===== src/rtl/writeback_regfile_pkg.sv =====
// Shared constants and the EX_WB stage-register layout for the write-back end of the pipeline.
package writeback_regfile_pkg;

   localparam int XLEN       = 32;
   localparam int NUM_REGS   = 32;
   localparam int REG_ADDR_W = 5;
   localparam int PEND_W     = 2;

   typedef struct packed {
      logic [XLEN-1:0]       alu_result;
      logic                  alu_result_ready;
      logic [REG_ADDR_W-1:0] reg_wr_addr;
      logic                  reg_wr_en;
   } ex_wb_t;

endpackage


===== src/rtl/writeback_regfile_if.sv =====
// Execute/decode facing bus of the write-back block: EX_WB input, read ports and issue handshake.
interface writeback_regfile_if;
   import writeback_regfile_pkg::*;

   ex_wb_t                ex_wb_reg;
   logic [REG_ADDR_W-1:0] rs1_addr;
   logic [REG_ADDR_W-1:0] rs2_addr;
   logic [XLEN-1:0]       rs1_data;
   logic [XLEN-1:0]       rs2_data;
   logic                  issue_valid;
   logic [REG_ADDR_W-1:0] issue_rd;
   logic                  issue_rd_en;
   logic                  stall;

   modport master (
      output ex_wb_reg, rs1_addr, rs2_addr, issue_valid, issue_rd, issue_rd_en,
      input  rs1_data, rs2_data, stall
   );

   modport slave (
      input  ex_wb_reg, rs1_addr, rs2_addr, issue_valid, issue_rd, issue_rd_en,
      output rs1_data, rs2_data, stall
   );

endinterface


===== src/rtl/writeback_regfile_2r1w.sv =====
// Two-read/one-write integer register file; x0 reads as zero, a same-cycle write is bypassed to reads.
module writeback_regfile_2r1w
   import writeback_regfile_pkg::*;
(
   input  logic                  clk,
   input  logic                  reset_n,
   input  logic                  we,
   input  logic [REG_ADDR_W-1:0] wr_addr,
   input  logic [XLEN-1:0]       wr_data,
   input  logic [REG_ADDR_W-1:0] rs1_addr,
   input  logic [REG_ADDR_W-1:0] rs2_addr,
   output logic [XLEN-1:0]       rs1_data,
   output logic [XLEN-1:0]       rs2_data
);

   logic [XLEN-1:0] mem [1:NUM_REGS-1];
   logic            we_nz;

   assign we_nz = we && (wr_addr != '0);

   always_ff @(posedge clk or negedge reset_n) begin
      if (!reset_n) begin
         for (int i = 1; i < NUM_REGS; i++) mem[i] <= '0;
      end else if (we_nz) begin
         mem[wr_addr] <= wr_data;
      end
   end

   always_comb begin
      rs1_data = '0;
      if (rs1_addr == '0)                     rs1_data = '0;
      else if (we_nz && rs1_addr == wr_addr)  rs1_data = wr_data;
      else                                    rs1_data = mem[rs1_addr];
   end

   always_comb begin
      rs2_data = '0;
      if (rs2_addr == '0)                     rs2_data = '0;
      else if (we_nz && rs2_addr == wr_addr)  rs2_data = wr_data;
      else                                    rs2_data = mem[rs2_addr];
   end

endmodule


===== src/rtl/writeback_regfile.sv =====
// Write-back stage: commits EX_WB results, tracks pending writes per register for decode stalls,
// and exports a one-cycle-delayed commit trace plus a retire counter.
module writeback_regfile
   import writeback_regfile_pkg::*;
#(
   parameter int RET_W = 32
) (
   input  logic                  clk,
   input  logic                  reset_n,
   writeback_regfile_if.slave    bus,
   output logic                  wb_valid,
   output logic [REG_ADDR_W-1:0] wb_addr,
   output logic [XLEN-1:0]       wb_data,
   output logic [RET_W-1:0]      retired_count,
   output logic                  sb_error
);

   localparam logic [PEND_W-1:0] PEND_MAX = '1;
   localparam logic [PEND_W-1:0] PEND_ONE = PEND_W'(1);

   logic                  we;
   logic [REG_ADDR_W-1:0] wr_addr;
   logic                  inc;
   logic                  eff_rs1;
   logic                  eff_rs2;
   logic                  rd_full;
   logic [PEND_W-1:0]     pend     [1:NUM_REGS-1];
   logic [PEND_W-1:0]     pend_all [NUM_REGS];

   assign wr_addr = bus.ex_wb_reg.reg_wr_addr;
   assign we      = bus.ex_wb_reg.alu_result_ready && bus.ex_wb_reg.reg_wr_en && (wr_addr != '0);

   writeback_regfile_2r1w u_rf (
      .clk      (clk),
      .reset_n  (reset_n),
      .we       (we),
      .wr_addr  (wr_addr),
      .wr_data  (bus.ex_wb_reg.alu_result),
      .rs1_addr (bus.rs1_addr),
      .rs2_addr (bus.rs2_addr),
      .rs1_data (bus.rs1_data),
      .rs2_data (bus.rs2_data)
   );

   always_comb begin
      pend_all[0] = '0;
      for (int i = 1; i < NUM_REGS; i++) pend_all[i] = pend[i];
   end

   // A write landing this cycle clears the last pending entry, matching what the bypass delivers.
   always_comb begin
      eff_rs1 = (pend_all[bus.rs1_addr] != '0) &&
                !(pend_all[bus.rs1_addr] == PEND_ONE && we && wr_addr == bus.rs1_addr);
      eff_rs2 = (pend_all[bus.rs2_addr] != '0) &&
                !(pend_all[bus.rs2_addr] == PEND_ONE && we && wr_addr == bus.rs2_addr);
      rd_full = bus.issue_rd_en && (pend_all[bus.issue_rd] == PEND_MAX) &&
                !(we && wr_addr == bus.issue_rd);
      bus.stall = bus.issue_valid && (eff_rs1 || eff_rs2 || rd_full);
   end

   assign inc = bus.issue_valid && !bus.stall && bus.issue_rd_en;

   always_ff @(posedge clk or negedge reset_n) begin
      if (!reset_n) begin
         for (int i = 1; i < NUM_REGS; i++) pend[i] <= '0;
      end else begin
         for (int i = 1; i < NUM_REGS; i++) begin
            if (inc && bus.issue_rd == REG_ADDR_W'(i) && !(we && wr_addr == REG_ADDR_W'(i)))
               pend[i] <= pend[i] + PEND_ONE;
            else if (we && wr_addr == REG_ADDR_W'(i) && !(inc && bus.issue_rd == REG_ADDR_W'(i))
                     && pend[i] != '0)
               pend[i] <= pend[i] - PEND_ONE;
         end
      end
   end

   always_ff @(posedge clk or negedge reset_n) begin
      if (!reset_n) begin
         sb_error      <= 1'b0;
         retired_count <= '0;
         wb_valid      <= 1'b0;
         wb_addr       <= '0;
         wb_data       <= '0;
      end else begin
         if (we && pend_all[wr_addr] == '0) sb_error <= 1'b1;
         if (bus.ex_wb_reg.alu_result_ready) retired_count <= retired_count + RET_W'(1);
         wb_valid <= we;
         if (we) begin
            wb_addr <= wr_addr;
            wb_data <= bus.ex_wb_reg.alu_result;
         end
      end
   end

endmodule


===== src/flat_wrapper.sv =====
// flat-port wrapper written by rule: the top's interface ports become plain ports
module writeback_regfile_flat import writeback_regfile_pkg::*;
#(
   parameter int RET_W = 32
)
  (clk, reset_n, wb_valid, wb_addr, wb_data, retired_count, sb_error, bus_ex_wb_reg, bus_rs1_addr, bus_rs2_addr, bus_issue_valid, bus_issue_rd, bus_issue_rd_en, bus_rs1_data, bus_rs2_data, bus_stall);
  writeback_regfile_if bus_i ();
  input  logic clk;
  input  logic reset_n;
  output logic wb_valid;
  output logic [REG_ADDR_W-1:0] wb_addr;
  output logic [XLEN-1:0] wb_data;
  output logic [RET_W-1:0] retired_count;
  output logic sb_error;
  input wire logic [$bits(bus_i.ex_wb_reg)-1:0] bus_ex_wb_reg;
  input wire logic [$bits(bus_i.rs1_addr)-1:0] bus_rs1_addr;
  input wire logic [$bits(bus_i.rs2_addr)-1:0] bus_rs2_addr;
  input wire logic [$bits(bus_i.issue_valid)-1:0] bus_issue_valid;
  input wire logic [$bits(bus_i.issue_rd)-1:0] bus_issue_rd;
  input wire logic [$bits(bus_i.issue_rd_en)-1:0] bus_issue_rd_en;
  output wire logic [$bits(bus_i.rs1_data)-1:0] bus_rs1_data;
  output wire logic [$bits(bus_i.rs2_data)-1:0] bus_rs2_data;
  output wire logic [$bits(bus_i.stall)-1:0] bus_stall;
  assign bus_i.ex_wb_reg = bus_ex_wb_reg;
  assign bus_i.rs1_addr = bus_rs1_addr;
  assign bus_i.rs2_addr = bus_rs2_addr;
  assign bus_i.issue_valid = bus_issue_valid;
  assign bus_i.issue_rd = bus_issue_rd;
  assign bus_i.issue_rd_en = bus_issue_rd_en;
  assign bus_rs1_data = bus_i.rs1_data;
  assign bus_rs2_data = bus_i.rs2_data;
  assign bus_stall = bus_i.stall;
  writeback_regfile #(.RET_W(RET_W)) u_core (.clk(clk), .reset_n(reset_n), .bus(bus_i), .wb_valid(wb_valid), .wb_addr(wb_addr), .wb_data(wb_data), .retired_count(retired_count), .sb_error(sb_error));
endmodule

===== config.mk =====
export PLATFORM = sky130hd
export DESIGN_NAME = writeback_regfile_flat
export DESIGN_NICKNAME = d
export VERILOG_FILES = /design/src/rtl/writeback_regfile_pkg.sv /design/src/rtl/writeback_regfile_if.sv /design/src/rtl/writeback_regfile_2r1w.sv /design/src/rtl/writeback_regfile.sv /design/src/flat_wrapper.sv
export SDC_FILE = /design/constraint.sdc
export NUM_CORES = 2
export LEC_CHECK = 0
export BUFFER_PORTS_ARGS = -buffer_cell sky130_fd_sc_hd__buf_2
export CAP_MARGIN = 10
export CORE_ASPECT_RATIO = 1.5
export CORE_MARGIN = 1.5
export CORE_UTILIZATION = 55
export CTS_BUF_LIST = sky130_fd_sc_hd__clkbuf_16
export DETAILED_ROUTE_END_ITERATION = 12
export PLACE_DENSITY = 0.76
export SLEW_MARGIN = 40
export SYNTH_ARGS = -nofsm -noshare
export SYNTH_HDL_FRONTEND = slang
export SYNTH_SLANG_ARGS = --single-unit
export TNS_END_PERCENT = 100

===== constraint.sdc =====
create_clock -name clk -period 3.6 [get_ports clk]
set_input_delay 0.18 -clock clk [delete_from_list [all_inputs] [get_ports clk]]
set_output_delay 0.18 -clock clk [all_outputs]
set_load 0.02 [all_outputs]

==> run summary <==
post-synthesis cell type count = 72
internal cell power = 24.3 mW
sequential element share of the synthesized area = 45.1%
setup repair after global routing missed its margin = false
GRT Overall Usage = 36.4%
Clock power frac = 35.3%
data arrival time of the critical path = 3340 ps
post-synth design cell area = 62400 sq um
number of H-tree levels = 3
final weighted congestion in routability-driven placement = 1.00
routed len/inst = 31.0 um
number of synthesized flops with an enable pin = 0
Initial Util = 55.3%
Non-Filler Instances = 6743
timing-limited maximum frequency = 0.284 GHz
number of buffers inserted by post-CTS setup repair = 0
worst slack on hold paths = 37.9 ps
final hold vios = 0
first-pass GRT wire length = 311000 um
starting DRC count in detailed routing = 5817
vias in the first global route = 48500
worst hold-check path type = input port to asynchronous set/reset pin
most frequent cell after synthesis = sky130_fd_sc_hd__nand2_1
Avg Vias per Cell = 6.97
signed area change from the synthesized netlist to the final layout = 11.8%
time the worst path needs with I/O delays and setup = 3520 ps
top cells by count, synth = sky130_fd_sc_hd__nand2_1 (1369), sky130_fd_sc_hd__dfrtp_1 (1125), sky130_fd_sc_hd__mux2_2 (648), sky130_fd_sc_hd__mux4_2 (611), sky130_fd_sc_hd__clkbuf_1 (334)
switch share = 28.7%
count of input and output buffers = 193
number of synthesized register bits = 1125
portion of the clock cycle consumed by the worst path in the final layout = 97.8%
clock tree from TritonCTS = built
Max Cap Viol = 0
total leakage power = 32.2 nW
number of buffers added by the clock tree synthesis step = 107
Filler cells = 8253
largest net degree at the start of global routing = 148
synthesized area divided by synthesized cell count = 12.1 sq um
number of warnings issued by yosys = 0
clock slew seen by the registers of the worst setup and hold paths = 60 ps
leading post-synthesis cells by cell area = sky130_fd_sc_hd__dfrtp_1 (45%), sky130_fd_sc_hd__mux4_2 (22%), sky130_fd_sc_hd__mux2_2 (12%)
Die Y-Extent = 416 um
hpwl dp = 121000 um
number of nets in the final layout = 5255
power per unit of standard cell area = 488 nW/um^2
crit path capture type = output port
Critical Path Source Type = register
transition time of the tightest slew-check pin = 869 ps
Clock Sinks = 1125
net switching power of the design = 9.77 mW
Die ar. = 116000 sq um
area of the core region = 113000 sq um
main flop type after synthesis = sky130_fd_sc_hd__dfrtp_1
DR DRC count = 0
count of TritonRoute iterations in the first routing pass = 7
Combinational Power Share = 19.1%
Cell Rows = 151
power share of the sequential group = 45.7%
largest vdd supply drop = 391 uV
Clock Path Buffers = 3
Fin Clk Skew = 26.7 ps
grt ovf = 0
proportion of netlist area held by the largest area contributor = 45.1%
run status = finished clean
post-synthesis cell count = 5163
share of flip-flops with an asynchronous set or reset after synthesis = 100%
Post-DRT Antenna Nets = 0
net count of the mapped netlist = 5222
Post-Place Cells = 6502
worst-case headroom to the max-slew limit = 41.9%
fraction of final layout cells with drive strength greater than 1 = 35.2%
Clock Root Buffer = sky130_fd_sc_hd__clkbuf_16
top cell type by total area after synthesis = sky130_fd_sc_hd__dfrtp_1
IO Count = 194
number of max-slew violations in the final report = 0
die outline width = 278 um
Skew-Pair Late Insertion Delay = 760 ps
kind of critical path = register to output port
largest fanout of any net on the critical path = 42
antenna violations before repair = 5
total power = 34.1 mW
setup_tns = 0 ps
post-detailed-routing wire length = 209000 um
final setup vio count = 0
required time worst endpoint = 3420 ps
vias after detailed routing = 47000
==> worst max-delay path, stage by stage, from the launching register on <==
cell and delay [ps]:
sky130_fd_sc_hd__dfrtp_1 540, sky130_fd_sc_hd__mux4_2 500, sky130_fd_sc_hd__mux2i_1 180, sky130_fd_sc_hd__nor2_1 60, sky130_fd_sc_hd__o311a_1 350, sky130_fd_sc_hd__a31oi_4 270
sky130_fd_sc_hd__buf_6 330, sky130_fd_sc_hd__a21boi_0 150, sky130_fd_sc_hd__buf_2 180
==> through the flow <==
stage	utilization, %	instance area (sq um)	setup slack, ps
after global routing	61.8	69700	2.00
after CTS	61.8	69700	9.92
after detailed placement	58.2	65700	278
after floorplan	-	62400	760
final	61.8	69800	79.3
after global placement	58.2	65600	352
==> path summary, 6_finish.rpt <==
path | from | end | slack (ps) | depth (start not counted)
min in group clk | bus_ex_wb_reg[5] | u_core.pend[46]$_DFFE_PN0P_ | 80 | 4
hold reg to reg | u_core.wb_data[27]$_DFFE_PN0P_ | u_core.wb_data[27]$_DFFE_PN0P_ | 470 | 2
setup / recovery | u_core.pend[48]$_DFFE_PN0P_ | bus_stall | 80 | 8
hold / removal | reset_n | u_core.u_rf.mem[237]$_DFFE_PN0P_ | 40 | 2
max in group asynchronous | reset_n | u_core.u_rf.mem[216]$_DFFE_PN0P_ | 2290 | 4
setup reg to reg | u_core.pend[31]$_DFFE_PN0P_ | u_core.pend[12]$_DFFE_PN0P_ | 450 | 9
==> sequential cells by signal, indices dropped and copies added (netlist names) <==
name,flops
u_core.wb_addr,5
u_core.pend,62
u_core.sb_error,1
u_core.wb_data,32
u_core.retired_count,32
u_core.wb_valid,1
u_core.u_rf.mem,992
==> metal layers <==
layer  vias to the layer above  share of wire (%)  track usage, %
li1                      18800                  -               -
met1                     24100                 34            44.2
met2                      3225                 47            56.7
met3                       888                 11            9.65
met4                         4                7.9            25.5
met5                         -              0.013               0
==> power groups by stage <==
stage	clock [mW]	combinational [mW]	sequential, mW
global placement	0	6.21	15.5
floorplan	0	4.49	15.4
detailed placement	0	6.39	15.7
CTS	12.1	6.46	15.5
finish	12.0	6.49	15.6
global route	12.6	6.90	15.7
==> cell usage in the layout, fill, tap and decap left out, types with 31 or more instances in the layout <==
cell,synthesis,layout
sky130_fd_sc_hd__a21oi_1,84,84
sky130_fd_sc_hd__a22o_1,32,32
sky130_fd_sc_hd__buf_12,0,58
sky130_fd_sc_hd__buf_2,80,184
sky130_fd_sc_hd__buf_4,4,118
sky130_fd_sc_hd__clkbuf_16,0,108
sky130_fd_sc_hd__dfrtp_1,1125,1125
sky130_fd_sc_hd__dlygate4sd3_1,0,37
sky130_fd_sc_hd__mux2_2,648,648
sky130_fd_sc_hd__mux2i_1,116,116
sky130_fd_sc_hd__mux4_2,611,611
sky130_fd_sc_hd__nand2_1,1369,1357
sky130_fd_sc_hd__nand3_1,32,31
sky130_fd_sc_hd__nand4_1,35,35
sky130_fd_sc_hd__nor2_1,179,159
sky130_fd_sc_hd__nor3_1,61,59
sky130_fd_sc_hd__o21ai_0,45,45
sky130_fd_sc_hd__xnor2_1,35,35
==> timing repair <==
action                     in CTS  in global routing
hold buffers                   37                  0
setup endpoints to repair       0                  1
hold endpoints to repair      731                  0
resized for setup               0                  4
==> layout make-up <==
type                       count  area, sq um  share of cell area, %
clock inverter                91          957                   1.37
antenna                        4         10.0                 0.0143
timing repair buffer         406         3470                   4.98
multi-input combinational   3540        32600                   46.7
tap                         1453         1820                   2.61
clock buffer                 108         2700                   3.87
inverter                      16         65.1                 0.0933
sequential                  1125        28200                   40.4
==> kinds of logic after synthesis <==
group / Yosys count / synth area share (%)
simple gates: 1804 / 11.9
mux: 1376 / 35.6
flops: 1125 / 45.1
buf+inv: 498 / 3.18
compound gates: 308 / 3.43
xor+xnor: 51 / 0.716
fa+ha+maj: 1 / 0.0200
(Power assumes the default switching activity.)
